===== src/rtl/k12a_spi_target_if.sv =====
// k12a_spi_target_if: SPI pins plus the local register-access port of the
// k12a SPI target, bundled so the target and its driver share one handle.
interface k12a_spi_target_if #(
    parameter int ADDR_BITS = 3
);
    logic                 spi_sck;
    logic                 spi_mosi;
    logic                 spi_cs_n;
    logic                 spi_miso;
    logic [ADDR_BITS-1:0] loc_addr;
    logic [7:0]           loc_rdata;
    logic                 loc_we;
    logic [7:0]           loc_wdata;
    logic                 spi_wr;
    logic [ADDR_BITS-1:0] spi_wr_addr;
    logic                 busy;

    // Driver side: SPI master pins and local-bus requests.
    modport master (
        output spi_sck, spi_mosi, spi_cs_n, loc_addr, loc_we, loc_wdata,
        input  spi_miso, loc_rdata, spi_wr, spi_wr_addr, busy
    );

    // Target side: the register-file responder.
    modport slave (
        input  spi_sck, spi_mosi, spi_cs_n, loc_addr, loc_we, loc_wdata,
        output spi_miso, loc_rdata, spi_wr, spi_wr_addr, busy
    );
endinterface


===== src/rtl/k12a_spi_target.sv =====
// k12a_spi_target: SPI mode-0 responder exposing a byte-wide register file.
// SCK/MOSI/CS_N are oversampled on cpu_clock. First byte of a frame is a
// command (bit 7 = write, low bits = address); following bytes stream data
// with auto-incrementing, wrapping address. A local port shares the registers.
module k12a_spi_target #(
    parameter int          ADDR_BITS = 3,
    parameter logic [7:0]  REG_RESET = 8'h00
) (
    input  logic                cpu_clock,
    input  logic                reset,
    k12a_spi_target_if.slave    bus
);
    localparam int NUM_REGS = 2 ** ADDR_BITS;
    localparam logic [ADDR_BITS-1:0] ADDR_ONE = {{(ADDR_BITS-1){1'b0}}, 1'b1};

    typedef enum logic [1:0] {IDLE, CMD, DATA} state_e;

    state_e               state_q, state_d;
    logic [1:0]           sck_sync_q, mosi_sync_q, cs_sync_q;
    logic                 sck_prev_q, cs_prev_q;
    logic [2:0]           bit_cnt_q, bit_cnt_d;
    logic [7:0]           rx_shift_q, rx_shift_d;
    logic [7:0]           tx_shift_q, tx_shift_d;
    logic                 rw_q, rw_d;
    logic [ADDR_BITS-1:0] addr_q, addr_d;
    logic                 miso_q, miso_d;
    logic                 spi_wr_q, spi_wr_d;
    logic [ADDR_BITS-1:0] spi_wr_addr_q, spi_wr_addr_d;
    logic [7:0]           regs_q [NUM_REGS];

    logic                 sck_s, mosi_s, cs_s;
    logic                 sck_rise, sck_fall, cs_fall, active, byte_done;
    logic                 spi_commit;
    logic [7:0]           rx_byte;
    logic [ADDR_BITS-1:0] next_addr;

    assign sck_s     = sck_sync_q[1];
    assign mosi_s    = mosi_sync_q[1];
    assign cs_s      = cs_sync_q[1];
    assign sck_rise  = sck_s & ~sck_prev_q;
    assign sck_fall  = ~sck_s & sck_prev_q;
    assign cs_fall   = cs_prev_q & ~cs_s;
    assign active    = (state_q != IDLE) && !cs_s;
    assign rx_byte   = {rx_shift_q[6:0], mosi_s};
    assign byte_done = active && sck_rise && (bit_cnt_q == 3'd7);
    assign next_addr = addr_q + ADDR_ONE;

    // Synchronizers and edge-detect history. CS_N stages reset low so a
    // select held low across reset never looks like a fresh falling edge.
    always_ff @(posedge cpu_clock or posedge reset) begin
        if (reset) begin
            sck_sync_q  <= 2'b00;
            mosi_sync_q <= 2'b00;
            cs_sync_q   <= 2'b00;
            sck_prev_q  <= 1'b0;
            cs_prev_q   <= 1'b0;
        end else begin
            // NOTE: non-blocking assignments let every flop sample pre-edge values, so the chain shifts one stage per clock.
            sck_sync_q  <= {sck_sync_q[0], bus.spi_sck};
            mosi_sync_q <= {mosi_sync_q[0], bus.spi_mosi};
            cs_sync_q   <= {cs_sync_q[0], bus.spi_cs_n};
            sck_prev_q  <= sck_s;
            cs_prev_q   <= cs_s;
        end
    end

    // FSM state register.
    always_ff @(posedge cpu_clock or posedge reset) begin
        if (reset) state_q <= IDLE;
        else       state_q <= state_d;
    end

    // FSM next state: arm on CS_N fall, command byte then data, drop on deselect.
    always_comb begin
        // NOTE: assigning a default first keeps every path covered, so no latch is inferred.
        state_d = state_q;
        unique case (state_q)
            IDLE:    if (cs_fall) state_d = CMD;
            CMD:     if (cs_s) state_d = IDLE;
                     else if (byte_done) state_d = DATA;
            DATA:    if (cs_s) state_d = IDLE;
            default: state_d = IDLE;
        endcase
    end

    // FSM outputs and datapath: shifting, command decode, commit, reload.
    always_comb begin
        bit_cnt_d     = bit_cnt_q;
        rx_shift_d    = rx_shift_q;
        tx_shift_d    = tx_shift_q;
        rw_d          = rw_q;
        addr_d        = addr_q;
        miso_d        = miso_q;
        spi_wr_d      = 1'b0;
        spi_wr_addr_d = spi_wr_addr_q;
        spi_commit    = 1'b0;
        if (!active) begin
            miso_d = 1'b0;
            if (state_q == IDLE && cs_fall) begin
                bit_cnt_d  = 3'd0;
                rx_shift_d = 8'h00;
            end
        end else begin
            if (sck_rise) begin
                rx_shift_d = rx_byte;
                bit_cnt_d  = bit_cnt_q + 3'd1;
            end
            if (sck_fall) begin
                if (state_q == DATA && !rw_q) begin
                    miso_d     = tx_shift_q[7];
                    tx_shift_d = {tx_shift_q[6:0], 1'b0};
                end else begin
                    miso_d = 1'b0;
                end
            end
            if (byte_done) begin
                if (state_q == CMD) begin
                    rw_d       = rx_byte[7];
                    addr_d     = rx_byte[ADDR_BITS-1:0];
                    tx_shift_d = rx_byte[7] ? 8'h00 : regs_q[rx_byte[ADDR_BITS-1:0]];
                end else if (rw_q) begin
                    spi_commit    = 1'b1;
                    spi_wr_d      = 1'b1;
                    spi_wr_addr_d = addr_q;
                    addr_d        = next_addr;
                end else begin
                    addr_d     = next_addr;
                    tx_shift_d = regs_q[next_addr];
                end
            end
        end
    end

    // Datapath registers.
    always_ff @(posedge cpu_clock or posedge reset) begin
        if (reset) begin
            bit_cnt_q     <= 3'd0;
            rx_shift_q    <= 8'h00;
            tx_shift_q    <= 8'h00;
            rw_q          <= 1'b0;
            addr_q        <= '0;
            miso_q        <= 1'b0;
            spi_wr_q      <= 1'b0;
            spi_wr_addr_q <= '0;
        end else begin
            bit_cnt_q     <= bit_cnt_d;
            rx_shift_q    <= rx_shift_d;
            tx_shift_q    <= tx_shift_d;
            rw_q          <= rw_d;
            addr_q        <= addr_d;
            miso_q        <= miso_d;
            spi_wr_q      <= spi_wr_d;
            spi_wr_addr_q <= spi_wr_addr_d;
        end
    end

    // Register file: local write first, SPI commit last so SPI wins a same-address collision.
    always_ff @(posedge cpu_clock or posedge reset) begin
        if (reset) begin
            // NOTE: this register file has a defined reset value, so it is built from resettable flops, not a RAM macro.
            for (int i = 0; i < NUM_REGS; i++) regs_q[i] <= REG_RESET;
        end else begin
            if (bus.loc_we) regs_q[bus.loc_addr] <= bus.loc_wdata;
            if (spi_commit) regs_q[addr_q] <= rx_byte;
        end
    end

    assign bus.spi_miso    = miso_q;
    assign bus.loc_rdata   = regs_q[bus.loc_addr];
    assign bus.spi_wr      = spi_wr_q;
    assign bus.spi_wr_addr = spi_wr_addr_q;
    assign bus.busy        = (state_q != IDLE);
endmodule

===== src/flat_wrapper.sv =====
// flat-port wrapper written by rule: the top's interface ports become plain ports
module k12a_spi_target_flat 
#(
    parameter int          ADDR_BITS = 3,
    parameter logic [7:0]  REG_RESET = 8'h00
)
  (cpu_clock, reset, bus_spi_sck, bus_spi_mosi, bus_spi_cs_n, bus_loc_addr, bus_loc_we, bus_loc_wdata, bus_spi_miso, bus_loc_rdata, bus_spi_wr, bus_spi_wr_addr, bus_busy);
  k12a_spi_target_if #(.ADDR_BITS(ADDR_BITS)) bus_i ();
  input  logic cpu_clock;
  input  logic reset;
  input wire logic [$bits(bus_i.spi_sck)-1:0] bus_spi_sck;
  input wire logic [$bits(bus_i.spi_mosi)-1:0] bus_spi_mosi;
  input wire logic [$bits(bus_i.spi_cs_n)-1:0] bus_spi_cs_n;
  input wire logic [$bits(bus_i.loc_addr)-1:0] bus_loc_addr;
  input wire logic [$bits(bus_i.loc_we)-1:0] bus_loc_we;
  input wire logic [$bits(bus_i.loc_wdata)-1:0] bus_loc_wdata;
  output wire logic [$bits(bus_i.spi_miso)-1:0] bus_spi_miso;
  output wire logic [$bits(bus_i.loc_rdata)-1:0] bus_loc_rdata;
  output wire logic [$bits(bus_i.spi_wr)-1:0] bus_spi_wr;
  output wire logic [$bits(bus_i.spi_wr_addr)-1:0] bus_spi_wr_addr;
  output wire logic [$bits(bus_i.busy)-1:0] bus_busy;
  assign bus_i.spi_sck = bus_spi_sck;
  assign bus_i.spi_mosi = bus_spi_mosi;
  assign bus_i.spi_cs_n = bus_spi_cs_n;
  assign bus_i.loc_addr = bus_loc_addr;
  assign bus_i.loc_we = bus_loc_we;
  assign bus_i.loc_wdata = bus_loc_wdata;
  assign bus_spi_miso = bus_i.spi_miso;
  assign bus_loc_rdata = bus_i.loc_rdata;
  assign bus_spi_wr = bus_i.spi_wr;
  assign bus_spi_wr_addr = bus_i.spi_wr_addr;
  assign bus_busy = bus_i.busy;
  k12a_spi_target #(.ADDR_BITS(ADDR_BITS), .REG_RESET(REG_RESET)) u_core (.cpu_clock(cpu_clock), .reset(reset), .bus(bus_i));
endmodule

===== config.mk =====
export PLATFORM = sky130hd
export DESIGN_NAME = k12a_spi_target_flat
export DESIGN_NICKNAME = d
export VERILOG_FILES = /design/src/rtl/k12a_spi_target_if.sv /design/src/rtl/k12a_spi_target.sv /design/src/flat_wrapper.sv
export SDC_FILE = /design/constraint.sdc
export NUM_CORES = 1
export LEC_CHECK = 0
export BUFFER_PORTS_ARGS = -buffer_cell sky130_fd_sc_hd__buf_4
export CORE_MARGIN = 2
export CORE_UTILIZATION = 56
export CTS_CLUSTER_SIZE = 14
export DETAILED_ROUTE_END_ITERATION = 8
export HOLD_SLACK_MARGIN = 0.05
export PLACE_DENSITY = 0.77
export SYNTH_ARGS = -nofsm -noshare
export SYNTH_HDL_FRONTEND = slang
export SYNTH_SLANG_ARGS = --single-unit

===== constraint.sdc =====
create_clock -name cpu_clock -period 2.75 [get_ports cpu_clock]
set_input_delay 0.275 -clock cpu_clock [delete_from_list [all_inputs] [get_ports cpu_clock]]
set_output_delay 0.275 -clock cpu_clock [all_outputs]
set_load 0.01 [all_outputs]

# Word-level counts from Yosys, hierarchy flattened
# Index checks and enable logic that the tools add are counted.
[op_classes] n_addsub=2 magnitude_cmp=6 n_eq_ne=8 n_mux=42 bitwise_logic=11 reduce_logical=17
[ops] cell="bitwise mux 64 bit" count=2
[ops] cell="2-to-1 mux 64 bit" count=2
[ops] cell="2-to-1 mux 8 bit" count=14
[ops] cell="binary-select mux 8 bit (select 3 bit)" count=3
[ops] cell="demux 8 bit (select 3 bit)" count=2
[ops] cell="2-to-1 mux 7 bit" count=3
[ops] cell=">= comparator 4 bit, second input constant" count=4
[ops] cell="inverter 3 -> 4 bit" count=4
[ops] cell="2-to-1 mux 3 bit" count=4
[ops] cell="less-than comparator 4 x 1 -> 1 bit, second input constant" count=2
[ops] cell="2-to-1 mux 2 bit" count=4
[ops] cell="inequality test 2 x 1 -> 1 bit, second input constant" count=4
[ops] cell="logical AND 1 bit" count=7
[ops] cell="2-to-1 mux 1 bit" count=7
[ops] cell="adder 3 x 1 -> 3 bit, second input constant" count=2
[ops] cell="case mux 2 bit (3 select lines)" count=1
[ops] cell="AND reduction 3 bit" count=2
[ops] cell="inverter 1 bit" count=4
[ops] cell="AND reduction 2 bit" count=2
[ops] cell="AND reduction 4 bit" count=1
[ops] cell="nonzero test 2 bit" count=2
[ops] cell="bitwise AND 1 bit" count=3
[ops] cell="== test 3 bit, second input constant" count=1
[ops] cell="inequality test 3 x 1 -> 1 bit, second input constant" count=1
[ops] cell="other kinds (4)" count=5
[word_totals] reg_bits=101 input_bits=17 output_inout_bits=14 elab_cells=108

# Depth between registers and ports, before layout
[logic_depth] depth_word=9 mapped_depth=8 mapped_depth_nobuf=6

# Least setup slack after synthesis
# Ideal clock, no wire load.
[synth_path] path_kind="register -> register" from="reg u_core.addr_q[1]" to="reg u_core.tx_shift_q[7]" setup_time_ns=0.090 t_arrival_ns=2.048 required_ns=2.660 path_slack_ns=0.612 path_stages_with_launch=9 path_buffers=3 period_less_slack_ns=2.138 path_cell_list="dfrtp_1 > ha_1 > buf_6 > buf_12 > buf_12 > mux2i_1 > mux4_2 > or3_1 > o2111ai_1"
[synth_via] elab_chain_len=8
[synth_lines] item="start: declaration" line="k12a_spi_target.sv:25" source="logic [ADDR_BITS-1:0] addr_q, addr_d;"
[synth_lines] item="start signal: assignment" line="k12a_spi_target.sv:150" source="addr_q <= addr_d;"
[synth_lines] item="adder 3 x 1 -> 3 bit" line="k12a_spi_target.sv:46" source="assign next_addr = addr_q + ADDR_ONE;"
[synth_lines] item="inverter 3 -> 4 bit (not written as such)" line="k12a_spi_target.sv:128" source="tx_shift_d = regs_q[next_addr];"
[synth_lines] item="binary-select mux 8 bit (select 3 bit)" line="k12a_spi_target.sv:128"
[synth_lines] item="2-to-1 mux 8 bit (not written as such) (2 in a row)" line="k12a_spi_target.sv:128"
[synth_lines] item="2-to-1 mux 8 bit" line="k12a_spi_target.sv:121" source="end else if (rw_q) begin"
[synth_lines] item="2-to-1 mux 8 bit" line="k12a_spi_target.sv:117" source="if (state_q == CMD) begin"
[synth_lines] item="2-to-1 mux 8 bit" line="k12a_spi_target.sv:116" source="if (byte_done) begin"
[synth_lines] item="end signal: assignment" line="k12a_spi_target.sv:148" source="tx_shift_q <= tx_shift_d;"
[synth_lines] item="end: declaration" line="k12a_spi_target.sv:23" source="logic [7:0] tx_shift_q, tx_shift_d;"
# Every way passes these cells. The select of a mux whose other input is x is not followed.
# A chain may end at the register's enable or synchronous reset.

# Worst setup path in the final report
[layout_path] from="reg u_core.addr_q[1]" to="reg u_core.tx_shift_q[4]"
# The elaborated chain is that of the path after synthesis.

==> results.md <==
Clock tree:
- The clock latency at the later pin of the worst-skew pair is 0.35 ns.
- The number of clock buffers inserted by TritonCTS is 9.
- The post-CTS setup buffer count is 0.
- The number of hold buffers added after CTS was 4.
- The largest buffer count on any clock path is 2.
- The root buffer cell chosen for the clock tree is sky130_fd_sc_hd__clkbuf_16.
- The depth of the CTS H-tree is 3.
- After clock tree synthesis, the clock-pin slew on the worst setup and hold paths is 0.07 ns.
- The count of instances resized after the clock tree is built is 0.
- The number of clock sinks is 101.
- The CTS tree is done.

Synthesis:
- In the synthesized netlist the async set-or-reset flop fraction comes to 100.0%.
- The post-synthesis simple-gate area fraction is 11.51%.
- The synthesized net count is 587.
- A synthesized cell averages 11.32 um^2.
- After synthesis, the netlist uses 54 different library cells.
- Sorting the synthesized cells by area gives the leading types as sky130_fd_sc_hd__dfrtp_1 39%, sky130_fd_sc_hd__mux2i_1 14%, sky130_fd_sc_hd__mux4_2 14%, sky130_fd_sc_hd__a21oi_1 5.1%, sky130_fd_sc_hd__nor2_1 4.4%.
- The area share of the largest cell type after synthesis is 39.39%.
- The most used standard cell by instance count after synthesis is sky130_fd_sc_hd__dfrtp_1.
- The number of cells produced by synthesis is 567.
- The post-synthesis register bit count is 101.
- The portion of the post-synthesis area used by sequential elements is 39.39%.
- The yosys synthesis warning count is 0.
- The netlist area before placement is 0.006416 mm^2.
- For this run, the leading register cell type out of synthesis is sky130_fd_sc_hd__dfrtp_1.
- The synthesized-area fraction occupied by xor and xnor cells is 0.4290%.
- After synthesis, the share of cell area in mux cells is 32.90%.
- The main combinational cell family by area after synthesis is multiplexers.
- The library cell occupying the most area in the post-synthesis netlist is sky130_fd_sc_hd__dfrtp_1.
- Counting instances in the post-synthesis netlist gives the leading cell types as 101 x sky130_fd_sc_hd__dfrtp_1, 92 x sky130_fd_sc_hd__mux2i_1, 76 x sky130_fd_sc_hd__nor2_1.
- The share of synthesized cell area in full adder, half adder and majority cells is 0.5850%.
- The synthesized netlist devotes 9.750% of its cell area to compound gates.
- The number of enable flip-flop cells after synthesis is 0.

Critical path:
- The largest driver fanout on the critical path is 9.
- The cell with the largest stage delay on the worst path is sky130_fd_sc_hd__mux4_2.
- The endpoint identified for the worst register-to-register timing path is u_core.tx_shift_q[4].
- The kind of critical path is reg -> reg.
- The buffers plus inverters on the worst setup path is 0.
- Traced cell by cell, the critical path runs through ha_1, xnor2_4, mux4_2, or3_1, o2111ai_1.
- The worst register-to-register path has a setup slack of 0.45 ns.
- The worst register-to-register path has a depth of 5.
- STA classifies the critical path startpoint as a flop.
- The startpoint of the worst-slack reg-to-reg timing path is u_core.addr_q[1].
- In this design, the largest share of critical-path delay is due to multiplexers.
- Data on the critical path is required at its endpoint by 3.01 ns.
- The capturing element type of the critical path is a flop.
- The data arrival at the endpoint of the critical path is 2.57 ns.
- The largest stage delay on the critical path is 0.57 ns.

Worst hold path:
- In this run the most critical hold path is launched from bus_loc_wdata[7].
- The sink of the worst hold path is u_core.regs_q[47].
- The cell depth of the worst hold path is 3.
- The path type of the worst min-delay path is in -> reg.

Floorplan:
- The placement row count is 39.
- The die span in x is 111.0 um.
- The core area is 0.01132 mm^2.
- 31 I/O pins were placed.
- The initial core utilization is 56.68%.
- The die is 111.0 um tall.
- The die covers 0.01233 mm^2.

Final layout:
- The repair_antennas step left the layout with diodes totalling 0.
- The final design utilization is 62.07%.
- In the final design database the tool counted 599 nets.
- The area growth from synthesis to layout is 9.516%.
- In the final layout, the share of cells above drive strength 1 is 24.32%.

STA:
- The final period demand of the worst path is 2.305 ns.
- The measured slew at the worst slew-check pin is 0.8614 ns.
- The number of max-slew violations in the final report is 0.
- In the final timing run, aggregate negative setup slack is 0 ns.
- The final number of setup-violating endpoints is 0.
- The final hold violation count is 0.
- The top achievable clock speed is 433.9 MHz.
- The worst clock skew on the final layout is 0.005359 ns.
- Setup repair after global routing left no endpoint under its margin.
- The worst relative slew slack is 42.58%.
- The fraction of the cycle the final worst path needs is 83.80%.

Placed design:
- The global placement routability congestion is 0.8986.
- The half-perimeter wire length of the detailed placement result is 11150 um.
- In this run the tool buffered the top-level ports with 30 buffer cells.

Detailed routing:
- The number of design rule violations left after detail routing is 0.
- The routed layout has 4919 vias.
- The total wire length after detailed routing is 16860 um.
- For this block, the initial DRC count from the detailed router was 408.
- The first detailed-routing pass took 5 iterations.
- The detail route stage leaves a number of antenna-violating nets equal to 0.
- The average detailed-routed wire length per instance is 23.19 um.
- After detailed routing, the number of vias per cell comes to 6.766.

Power and ir drop:
- The leakage power is 3.031 nW.
- Power spread over the standard cell area amounts to 583.5 mW/mm^2.
- Across the VDD grid, the largest voltage drop is 340.5 uV.

Job:
- Max-cap violations in this run came to 0.

Global route:
- The total overflow reported by the global router is 0.
- The initial antenna violation count is 0.
- The number of global-route vias before repair is 4855.
- The wire length of the first global-routing pass is 26860 um.
- The overall track demand over capacity in global routing is 28.36%.
- The pin count of the biggest net entering global routing is 52.

Outcome:
- The run finished with clean final reports.
-- through the flow --
| stage | power (mW) | setup slack (ns) | cell area, um^2 | instances | hold WS (ns) |
|---|---|---|---|---|---|
| 2_1_floorplan | 2.615 | 0.6119 | 6420 | 567 | 0.3064 |
| 5_1_grt | 4.264 | 0.3479 | 7027 | 727 | 0.3103 |
| 6_report | 4.100 | 0.4454 | 7027 | 727 | 0.2817 |
| 4_1_cts | 4.098 | 0.4555 | 7027 | 727 | 0.2824 |
| 3_5_place_dp | 2.896 | 0.4641 | 6709 | 707 | 0.3347 |
| 3_3_place_gp | 2.837 | 0.5393 | 6709 | 707 | 0.3315 |
-- placed cells by master (no fill, tap or decap), types with 4 or more instances in the layout --
| cell type | count |
|---|---|
| sky130_fd_sc_hd__a22o_1 | 9 |
| sky130_fd_sc_hd__a21oi_1 | 65 |
| sky130_fd_sc_hd__nor2_1 | 76 |
| sky130_fd_sc_hd__or3_1 | 7 |
| sky130_fd_sc_hd__mux4_2 | 39 |
| sky130_fd_sc_hd__nor3b_1 | 4 |
| sky130_fd_sc_hd__buf_4 | 55 |
| sky130_fd_sc_hd__nand2_1 | 20 |
| sky130_fd_sc_hd__o2111ai_1 | 7 |
| sky130_fd_sc_hd__dlygate4sd3_1 | 4 |
| sky130_fd_sc_hd__mux2i_1 | 92 |
| sky130_fd_sc_hd__clkbuf_16 | 9 |
| sky130_fd_sc_hd__nand4b_1 | 5 |
| sky130_fd_sc_hd__dfrtp_1 | 101 |
| sky130_fd_sc_hd__nand4_1 | 7 |
| sky130_fd_sc_hd__mux2_2 | 20 |
| sky130_fd_sc_hd__a22oi_1 | 8 |
-- per-layer routing --
metal	vias to the layer above	track usage, %	share of wire, %
met1	2456	37.29	40
met4	0	16.30	4.3
li1	2137	-	-
met5	-	0	0
met3	61	4.538	7.4
met2	265	45.15	49
-- tightest hold or removal path, delay by kind of cell --
family	cells	cell delay, ns
AO/OA/AOI/OAI	1	0.11
buffers and inverters	1	0.13
multiplexers	1	0.08
-- power breakdown --
| group | switching (mW) | total [mW] | internal [mW] |
|---|---|---|---|
| clock network | 0.571 | 1.21 | 0.641 |
| registers | 0.266 | 1.97 | 1.71 |
| logic | 0.351 | 0.914 | 0.562 |
| total | 1.19 | 4.10 | 2.91 |
-- layout make-up --
type	count	area [um^2]
Multi-Input combinational cell	405	3558
Tap cell	143	178.9
Clock inverter	5	35.03
Fill cell	889	4294
Timing Repair Buffer	60	473.0
Sequential cell	101	2527
Inverter	2	11.26
Clock buffer	11	242.7
-- kinds of logic after synthesis --
group | after synthesis
mux | 156
buf+inv | 61
flops | 101
simple gates | 145
xor+xnor | 1
compound gates | 100
fa+ha+maj | 3
-- sequential cells by signal (all words and copies together), names as in the netlist --
register / count
u_core.regs_q: 64
u_core.tx_shift_q: 8
u_core.rx_shift_q: 7
u_core.addr_q: 3
u_core.bit_cnt_q: 3
u_core.bus.spi_wr_addr: 3
u_core.cs_sync_q: 2
u_core.mosi_sync_q: 2
u_core.sck_sync_q: 2
u_core.state_q: 2
u_core.bus.spi_miso: 1
u_core.bus.spi_wr: 1
u_core.cs_prev_q: 1
u_core.rw_q: 1
u_core.sck_prev_q: 1
-- how the worst max path moves through the flow --
stage / from / to / cells after the start
after CTS: u_core.addr_q[1] / u_core.tx_shift_q[4] / 5
after global routing: u_core.addr_q[1] / u_core.tx_shift_q[4] / 6
after detailed placement: u_core.addr_q[1] / u_core.tx_shift_q[4] / 5
final: u_core.addr_q[1] / u_core.tx_shift_q[4] / 5
after floorplan: u_core.addr_q[1] / u_core.tx_shift_q[7] / 8
after global placement: u_core.addr_q[1] / u_core.tx_shift_q[1] / 5
Power figures use the tool's default switching activity.
